[config.mk]
export PLATFORM = sky130hd
export DESIGN_NAME = sha256_block_ctrl
export DESIGN_NICKNAME = d
export VERILOG_FILES = /design/src/rtl/sha256_ctrl_pkg.sv /design/src/rtl/sha256_block_buffer.sv /design/src/rtl/sha256_block_ctrl.sv
export SDC_FILE = /design/constraint.sdc
export NUM_CORES = 1
export LEC_CHECK = 0
export CORE_AREA = 2 2 421 423
export CTS_CLUSTER_SIZE = 14
export DETAILED_ROUTE_END_ITERATION = 8
export DIE_AREA = 0 0 423 425
export PLACE_DENSITY_LB_ADDON = 0.2
export SLEW_MARGIN = 20
export SYNTH_ARGS = -nofsm -noshare
export SYNTH_HDL_FRONTEND = slang
export SYNTH_SLANG_ARGS = --single-unit
[constraint.sdc]
create_clock -name io_mainClk -period 42.5 [get_ports io_mainClk]
set_input_delay 8.5 -clock io_mainClk [delete_from_list [all_inputs] [get_ports io_mainClk]]
set_output_delay 8.5 -clock io_mainClk [all_outputs]
set_load 0.005 [all_outputs]
[src/rtl/sha256_ctrl_pkg.sv]
// Shared types and constants for the SHA-256 block controller and its word buffer.
// Holds the FSM state encoding, block geometry and the core command code.
package sha256_ctrl_pkg;

    localparam int WORDS_PER_BLOCK = 16;
    localparam int IDX_W           = 4;
    localparam int WORD_W          = 32;
    localparam int BLOCK_W         = WORDS_PER_BLOCK * WORD_W;
    localparam int DIGEST_W        = 256;

    localparam logic [2:0] CMD_SHA256 = 3'b001;
    localparam logic [2:0] CMD_IDLE   = 3'b000;

    typedef enum logic [2:0] {
        ST_LOAD    = 3'd0,
        ST_IV      = 3'd1,
        ST_MSG     = 3'd2,
        ST_GO      = 3'd3,
        ST_WAIT_HI = 3'd4,
        ST_WAIT_LO = 3'd5,
        ST_DONE    = 3'd6,
        ST_ERR     = 3'd7
    } ctrl_state_e;

    function automatic logic is_last_word(input logic [IDX_W-1:0] idx);
        return idx == IDX_W'(WORDS_PER_BLOCK - 1);
    endfunction

endpackage

[src/rtl/sha256_block_buffer.sv]
// 16x32 message word register file written by index; presents the block flattened
// with word 0 in the most significant 32 bits, as the core expects big-endian order.
module sha256_block_buffer
    import sha256_ctrl_pkg::*;
(
    input  logic               clk,
    input  logic               rst,
    input  logic               clr,
    input  logic               wr_en,
    input  logic [IDX_W-1:0]   wr_idx,
    input  logic [WORD_W-1:0]  wr_data,
    output logic [BLOCK_W-1:0] block
);

    logic [WORD_W-1:0] mem_q [WORDS_PER_BLOCK];
    logic [WORD_W-1:0] mem_d [WORDS_PER_BLOCK];

    // Clearing on cancel keeps a half-written block from leaking into the next one.
    always_comb begin
        mem_d = mem_q;
        if (clr) begin
            for (int i = 0; i < WORDS_PER_BLOCK; i++) begin
                mem_d[i] = '0;
            end
        end else if (wr_en) begin
            mem_d[wr_idx] = wr_data;
        end
    end

    always_ff @(posedge clk or posedge rst) begin
        if (rst) begin
            for (int i = 0; i < WORDS_PER_BLOCK; i++) begin
                mem_q[i] <= '0;
            end
        end else begin
            mem_q <= mem_d;
        end
    end

    always_comb begin
        block = '0;
        for (int i = 0; i < WORDS_PER_BLOCK; i++) begin
            block[BLOCK_W-1-WORD_W*i -: WORD_W] = mem_q[i];
        end
    end

endmodule

[src/rtl/sha256_block_ctrl.sv]
// Collects 16 message words, sequences IV/message/start pulses to a SHA-256 core,
// waits out its busy window with a start timeout, and registers the resulting digest.
module sha256_block_ctrl
    import sha256_ctrl_pkg::*;
#(
    parameter int TIMEOUT_CYC = 64
) (
    input  logic                io_mainClk,
    input  logic                io_systemReset,
    input  logic                word_valid,
    input  logic [WORD_W-1:0]   word_data,
    input  logic                word_first,
    output logic                word_ready,
    input  logic                abort,
    output logic [BLOCK_W-1:0]  core_data_in,
    output logic                core_init_iv,
    output logic                core_init_message,
    output logic                core_start,
    output logic [2:0]          core_cmd,
    input  logic                core_busy,
    input  logic [DIGEST_W-1:0] core_data_out,
    output logic [DIGEST_W-1:0] digest,
    output logic                digest_valid,
    output logic                error,
    output logic [2:0]          dbg_state
);

    localparam int TMR_W = $clog2(TIMEOUT_CYC + 1);

    ctrl_state_e         state_q, state_d;
    logic [IDX_W-1:0]    idx_q, idx_d;
    logic                first_q, first_d;
    logic [TMR_W-1:0]    tmr_q, tmr_d;
    logic                error_q, error_d;
    logic [DIGEST_W-1:0] digest_q, digest_d;
    logic                digest_valid_q, digest_valid_d;
    logic                wr_en;

    // Handshake: a word moves when word_valid and word_ready are both high at a
    // rising edge; word_ready depends only on state, never on word_valid.
    assign word_ready = (state_q == ST_LOAD);
    assign wr_en      = word_valid & word_ready & ~abort;

    sha256_block_buffer u_buffer (
        .clk     (io_mainClk),
        .rst     (io_systemReset),
        .clr     (abort),
        .wr_en   (wr_en),
        .wr_idx  (idx_q),
        .wr_data (word_data),
        .block   (core_data_in)
    );

    always_comb begin
        state_d        = state_q;
        idx_d          = idx_q;
        first_d        = first_q;
        tmr_d          = tmr_q;
        error_d        = error_q;
        digest_d       = digest_q;
        digest_valid_d = 1'b0;

        unique case (state_q)
            ST_LOAD: begin
                if (wr_en) begin
                    idx_d = idx_q + IDX_W'(1);
                    if (idx_q == '0) begin
                        first_d = word_first;
                    end
                    if (is_last_word(idx_q)) begin
                        state_d = first_q ? ST_IV : ST_MSG;
                    end
                end
            end
            ST_IV:  state_d = ST_MSG;
            ST_MSG: state_d = ST_GO;
            ST_GO: begin
                // The start cycle itself counts as the first cycle of the timeout.
                tmr_d   = TMR_W'(1);
                state_d = ST_WAIT_HI;
            end
            ST_WAIT_HI: begin
                if (core_busy) begin
                    state_d = ST_WAIT_LO;
                end else begin
                    tmr_d = tmr_q + TMR_W'(1);
                    if (tmr_q >= TMR_W'(TIMEOUT_CYC - 1)) begin
                        state_d = ST_ERR;
                        error_d = 1'b1;
                    end
                end
            end
            ST_WAIT_LO: begin
                if (!core_busy) begin
                    state_d = ST_DONE;
                end
            end
            ST_DONE: begin
                digest_d       = core_data_out;
                digest_valid_d = 1'b1;
                state_d        = ST_LOAD;
            end
            ST_ERR: state_d = ST_ERR;
            default: state_d = ST_LOAD;
        endcase

        // Cancel overrides everything, including a word arriving in the same cycle.
        if (abort) begin
            state_d        = ST_LOAD;
            idx_d          = '0;
            first_d        = 1'b0;
            tmr_d          = '0;
            error_d        = 1'b0;
            digest_d       = digest_q;
            digest_valid_d = 1'b0;
        end
    end

    always_ff @(posedge io_mainClk or posedge io_systemReset) begin
        if (io_systemReset) begin
            state_q        <= ST_LOAD;
            idx_q          <= '0;
            first_q        <= 1'b0;
            tmr_q          <= '0;
            error_q        <= 1'b0;
            digest_q       <= '0;
            digest_valid_q <= 1'b0;
        end else begin
            state_q        <= state_d;
            idx_q          <= idx_d;
            first_q        <= first_d;
            tmr_q          <= tmr_d;
            error_q        <= error_d;
            digest_q       <= digest_d;
            digest_valid_q <= digest_valid_d;
        end
    end

    assign core_init_iv      = (state_q == ST_IV);
    assign core_init_message = (state_q == ST_MSG);
    assign core_start        = (state_q == ST_GO);
    assign core_cmd          = (state_q == ST_GO) ? CMD_SHA256 : CMD_IDLE;
    assign digest            = digest_q;
    assign digest_valid      = digest_valid_q;
    assign error             = error_q;
    assign dbg_state         = state_q;

endmodule

[Word level (Yosys, flattened, before mapping)]
Cells that the tools add are included.
Storage, ports and cells
  register bits after elaboration: 785
  input port bits: 294
  output and inout bits: 780
  logic and storage cells: 91
Operators by class
  add/subtract/negate cells: 2
  order comparisons: 3
  equality and inequality tests: 14
  muxes and demuxes: 30
  bitwise logic cells: 4
  reduce and logical (&&, ||, !) cells: 15
Operators with widths (count)
  512-bit 2-to-1 mux: 2
  512-bit bitwise mux: 1
  32-bit demux with 4-bit select: 1
  32-bit 2-to-1 mux: 1
  3-bit one-hot mux with 8 select lines: 1
  3-bit 2-to-1 mux: 6
  7-bit 2-to-1 mux: 2
  7-bit one-hot mux with 2 select lines: 1
  3-bit equality test (second input constant): 4
  4-bit 2-to-1 mux: 3
  1-bit 2-to-1 mux: 11
  2-bit nonzero test: 5
  7-bit by 1-bit adder with 7-bit output (second input constant): 1
  7-bit by 6-bit >= comparator with 1-bit output (second input constant): 1
  3-bit by 2-bit equality test with 1-bit output (second input constant): 2
  3-bit by 1-bit inequality test with 1-bit output (second input constant): 2
  3-bit inequality test (second input constant): 2
  2-bit AND reduction: 3
  3-bit AND reduction: 2
  5-bit >= comparator (second input constant): 1
  5-bit by 1-bit less-than comparator with 1-bit output (second input constant): 1
  4-bit NOT with 5-bit output: 1
  4-bit by 1-bit adder with 4-bit output (second input constant): 1
  4-bit equality test (second input constant): 1
  other kinds (11): 12

[Logic depth before layout (Yosys ltp)]
  depth after elaboration: 8
  depth in mapped cells: 8
  gate-level depth less buffers: 5

[Cells and area by module]
Synthesis repeated with hierarchy kept, for this count alone.
Unflattened totals
  cells, all modules: 2418
  area, all modules: 33822.4 um2
By module, submodules not included
  sha256_block_buffer: instances 1, cells each 1774, area each 22374.0 um2, seq. area each 12812.3 um2
  sha256_block_ctrl: instances 1, cells each 644, area each 11448.5 um2, seq. area each 6831.6 um2

[Worst setup path after synthesis]
Ideal clock, no wire load.
  kind: input to register
  start point: in abort
  end point: reg digest_q[10], in the netlist digest[10]
  library setup time: 125 ps
  arrival time: 9624 ps
  data required time: 42375 ps
  setup slack: 32751 ps
  cell stages on the path: 5
  buffers on the path: 3
  cells stage by stage: clkbuf_1 nor3b_2 buf_2 buf_4 mux2_2
On the way
  word-level cells in the longest chain between the ends: 2
RTL lines
  start: declaration: line sha256_block_ctrl.sv:14  | input logic abort,
  1-bit NOT (no line)
  2-bit AND reduction (no line)
  end signal: assignment: line sha256_block_ctrl.sv:134  | digest_q <= digest_d;
  end: declaration: line sha256_block_ctrl.sv:35  | logic [DIGEST_W-1:0] digest_q, digest_d;
Every way passes these cells.
A chain may end at the register's enable or synchronous reset.

[Final worst setup path]
  start point: in abort
  end point: reg digest_q[53], in the netlist digest[53]
The elaborated chain is that of the path after synthesis.

==> results.py <==
metrics = {
    "setup_path": {
        "critical_path.slowest_cell": "buf_4",
        "critPathMaxStageDelay_ns": 0.82,
        "path_buf_inv": 4,
        "crit_required_ns": 43.10,
        "cp_common_cell": "buf_4",
        "cp_max_fo": 95,
        "crit_path_cell_trace": "buf_8, nor3b_4, buf_4, buf_4, buf_4, mux2_2",
        "critPathTopFamily": "buffers and inverters",
        "setup.worst_path.end_class": "flip-flop",
        "crit_type": "in -> reg",
        "cp-start-kind": "input pin",
        "arrival_ns": 12.40,
    },
    "drt": {
        "via_per_inst": 4.02,
        "drtPass1Iterations": 5,
        "num_vias": 25500,
        "avgRoutedWirePerCell_um": 25.5,
        "drt_wl_total_um": 161000,
        "drc_errors": 0,
        "drt_iter0_markers": 1609,
        "postRouteAntennaNets": 0,
    },
    "job": {
        "max_cap_viol_count": 0,
    },
    "logic_synthesis": {
        "ys.flop_type": "dfrtp_1",
        "async_reset_ff_frac": 1.00,
        "synth_cell_types": 40,
        "avgSynthCellArea_um2": 10.5,
        "syn_area_um2": 31200,
        "ys_seq_area_frac": 0.629,
        "yosysWarnings": 0,
        "synth-edff-count": 0,
        "synth-seq-cells": 785,
        "netlist_instances": 2970,
    },
    "floorplan": {
        "start_util": 0.178,
        "io_pins": 1074,
        "die_h_um": 425,
        "die_area_um2": 180000,
        "die_x_um": 423,
        "core-area_um2": 175000,
        "rows": 154,
    },
    "sta": {
        "max_freq_mhz": 84.7,
        "fin_skew_ns": 0.0426,
        "tightest_slew_ns": 1.13,
        "rsz0062_at_grt": "false",
        "setup_violations": 0,
        "slew_headroom": 0.244,
        "finalMaxSlewViolations": 0,
        "finalSetupTns_ns": 0,
        "min_period_over_period": 0.278,
        "hold_viol": 0,
        "fin_crit_ns": 11.80,
    },
    "finish": {
        "nets": 4210,
        "drive_gt1_frac": 0.127,
        "final_cell_area_um2": 47000,
        "layout.cells.most_common": "clkdlybuf4s50_1",
        "layout_common_cells": "clkdlybuf4s50_1, nand2_1, dfrtp_1, a21oi_1, mux2_2",
        "area_growth_pct": 50.6,
        "final_cells": 6336,
    },
    "global_routing": {
        "grt_pass1_vias": 25518,
        "grt_overflow": 0,
        "grt_pass1_wl_um": 219000,
        "grt_max_degree": 177,
        "grt_util_all_layers": 0.174,
        "antenna_found_initial": 10,
    },
    "cts": {
        "numCtsBuffers": 100,
        "ctsResizeCount": 0,
        "cts_buffer_depth": 3,
        "cts-root-buf": "clkbuf_16",
        "cts_sinks": 785,
        "clk_latency_ns": 0.73,
        "ctsHoldBuffers": 0,
        "post-cts-setup-buffer-count": 0,
        "cts_tree": "built",
        "h-tree-depth": 3,
        "path_clk_slew_ns": 0.06,
    },
    "placement": {
        "gp_congestion": 0.780,
        "dp_cells": 6149,
        "port_buffers": 1071,
        "place_area_um2": 43700,
        "dpl.hpwl_um": 112000,
    },
    "power_and_ir_drop": {
        "peakVddDrop_mv": 0.0287,
        "p_leak_nw": 19.2,
        "power_density_nw_per_um2": 39.0,
    },
    "hold_path": {
        "hold_class": "reg -> reg",
    },
    "status": {
        "outcome": "finished clean",
    },
}
-- cells in the mapped netlist (3+ instances only) --
cell         n  share of area
a21oi_1    518          0.083
inv_1        4        0.00048
o21ai_0      4        0.00064
clkbuf_1   129          0.016
o31ai_1      3        0.00072
nand4_1      3        0.00060
xor2_1       5         0.0014
nand2b_1     4        0.00080
ha_1         5         0.0020
dfrtp_1    785           0.63
buf_6       24         0.0087
mux2_2     256          0.092
nor3_1       3        0.00048
buf_4       34         0.0082
and3_1      18         0.0036
nand3_1      3        0.00048
nor2_1      14         0.0017
nand3_2     14         0.0045
nand2_1   1032           0.12
buf_2       87          0.014
-- kinds of logic (layout without fill, tap and decap cells) --
| kind of cell | count (synthesis) | count (layout) | share of synthesized area |
|---|---|---|---|
| buffers and inverters | 279 | 1301 | 0.0474 |
| muxes | 257 | 257 | 0.0926 |
| and+or+nand+nor | 1105 | 1105 | 0.141 |
| AOI/OAI and AO/OA | 531 | 531 | 0.0858 |
| DFF | 785 | 785 | 0.629 |
| adders and majority gates | 5 | 5 | 0.00200 |
| xor gates and xnor gates | 7 | 7 | 0.00196 |
| other | 1 | 5 | 0.000120 |
-- power breakdown --
group | internal (mW) | switching, mW | total [mW]
clock | 0.505 | 0.360 | 0.865
combinational | 0.0789 | 0.108 | 0.187
sequential | 0.769 | 0.0136 | 0.782
total | 1.35 | 0.482 | 1.83
-- registers in the layout, indices dropped and copies added (netlist names) --
register        flops
u_buffer.block    512
digest            256
tmr_q               7
idx_q               4
dbg_state           3
digest_valid        1
error               1
first_q             1
-- per-stage QoR --
stage | hold slack, ns | setup slack (ns) | power [mW] | util
2_1_floorplan | 0.486 | 11.96 | 0.865 | -
3_3_place_gp | 0.489 | 29.84 | 0.988 | 0.249
3_5_place_dp | 0.489 | 29.85 | 0.989 | 0.249
4_1_cts | 0.503 | 30.67 | 1.87 | 0.268
5_1_grt | 0.518 | 30.41 | 1.91 | 0.268
6_report | 0.495 | 30.70 | 1.83 | 0.268
-- routing by layer --
| layer | global-route usage | up-vias | share of wire |
|---|---|---|---|
| met2 | 0.326 | 855 | 0.54 |
| met4 | 0.0668 | 8 | 0.041 |
| met3 | 0.0425 | 230 | 0.059 |
| met5 | 0 | - | 0.00029 |
| li1 | - | 11569 | - |
| met1 | 0.186 | 12838 | 0.36 |
-- final timing paths --
| path | startpoint | to | slack, ns | cells past startpoint |
|---|---|---|---|---|
| setup / recovery | abort | digest[53]$_DFFE_PP0P_ | 30.70 | 6 |
| max in group asynchronous | io_systemReset | digest[239]$_DFFE_PP0P_ | 31.33 | 5 |
| setup reg to reg | dbg_state[0]$_DFFE_PP0P_ | digest[53]$_DFFE_PP0P_ | 37.89 | 6 |
| hold / removal | error$_DFFE_PP0P_ | error$_DFFE_PP0P_ | 0.50 | 2 |
| hold reg to reg | error$_DFFE_PP0P_ | error$_DFFE_PP0P_ | 0.50 | 2 |
| min in group asynchronous | io_systemReset | u_buffer.block[132]$_DFFE_PP0P_ | 8.29 | 2 |
-- tightest hold or removal path: cells and delay by family, from the launching register on --
family           cells  cell delay (ns)
AO/OA/AOI/OAI        1             0.04
flip-flops           1             0.34
AND/OR/NAND/NOR      1             0.07
-- layout make-up --
class / instances / area (um^2)
timing repair buffer: 1113 / 11000
sequential: 785 / 19600
clock buffer: 151 / 2960
clock inverter: 33 / 359
inverter: 4 / 22.5
fill: 18573 / 128000
antenna: 3 / 7.51
multi-input combinational: 1907 / 10100
tap: 2340 / 2930
No activity file was read; power rests on OpenSTA's default activity.
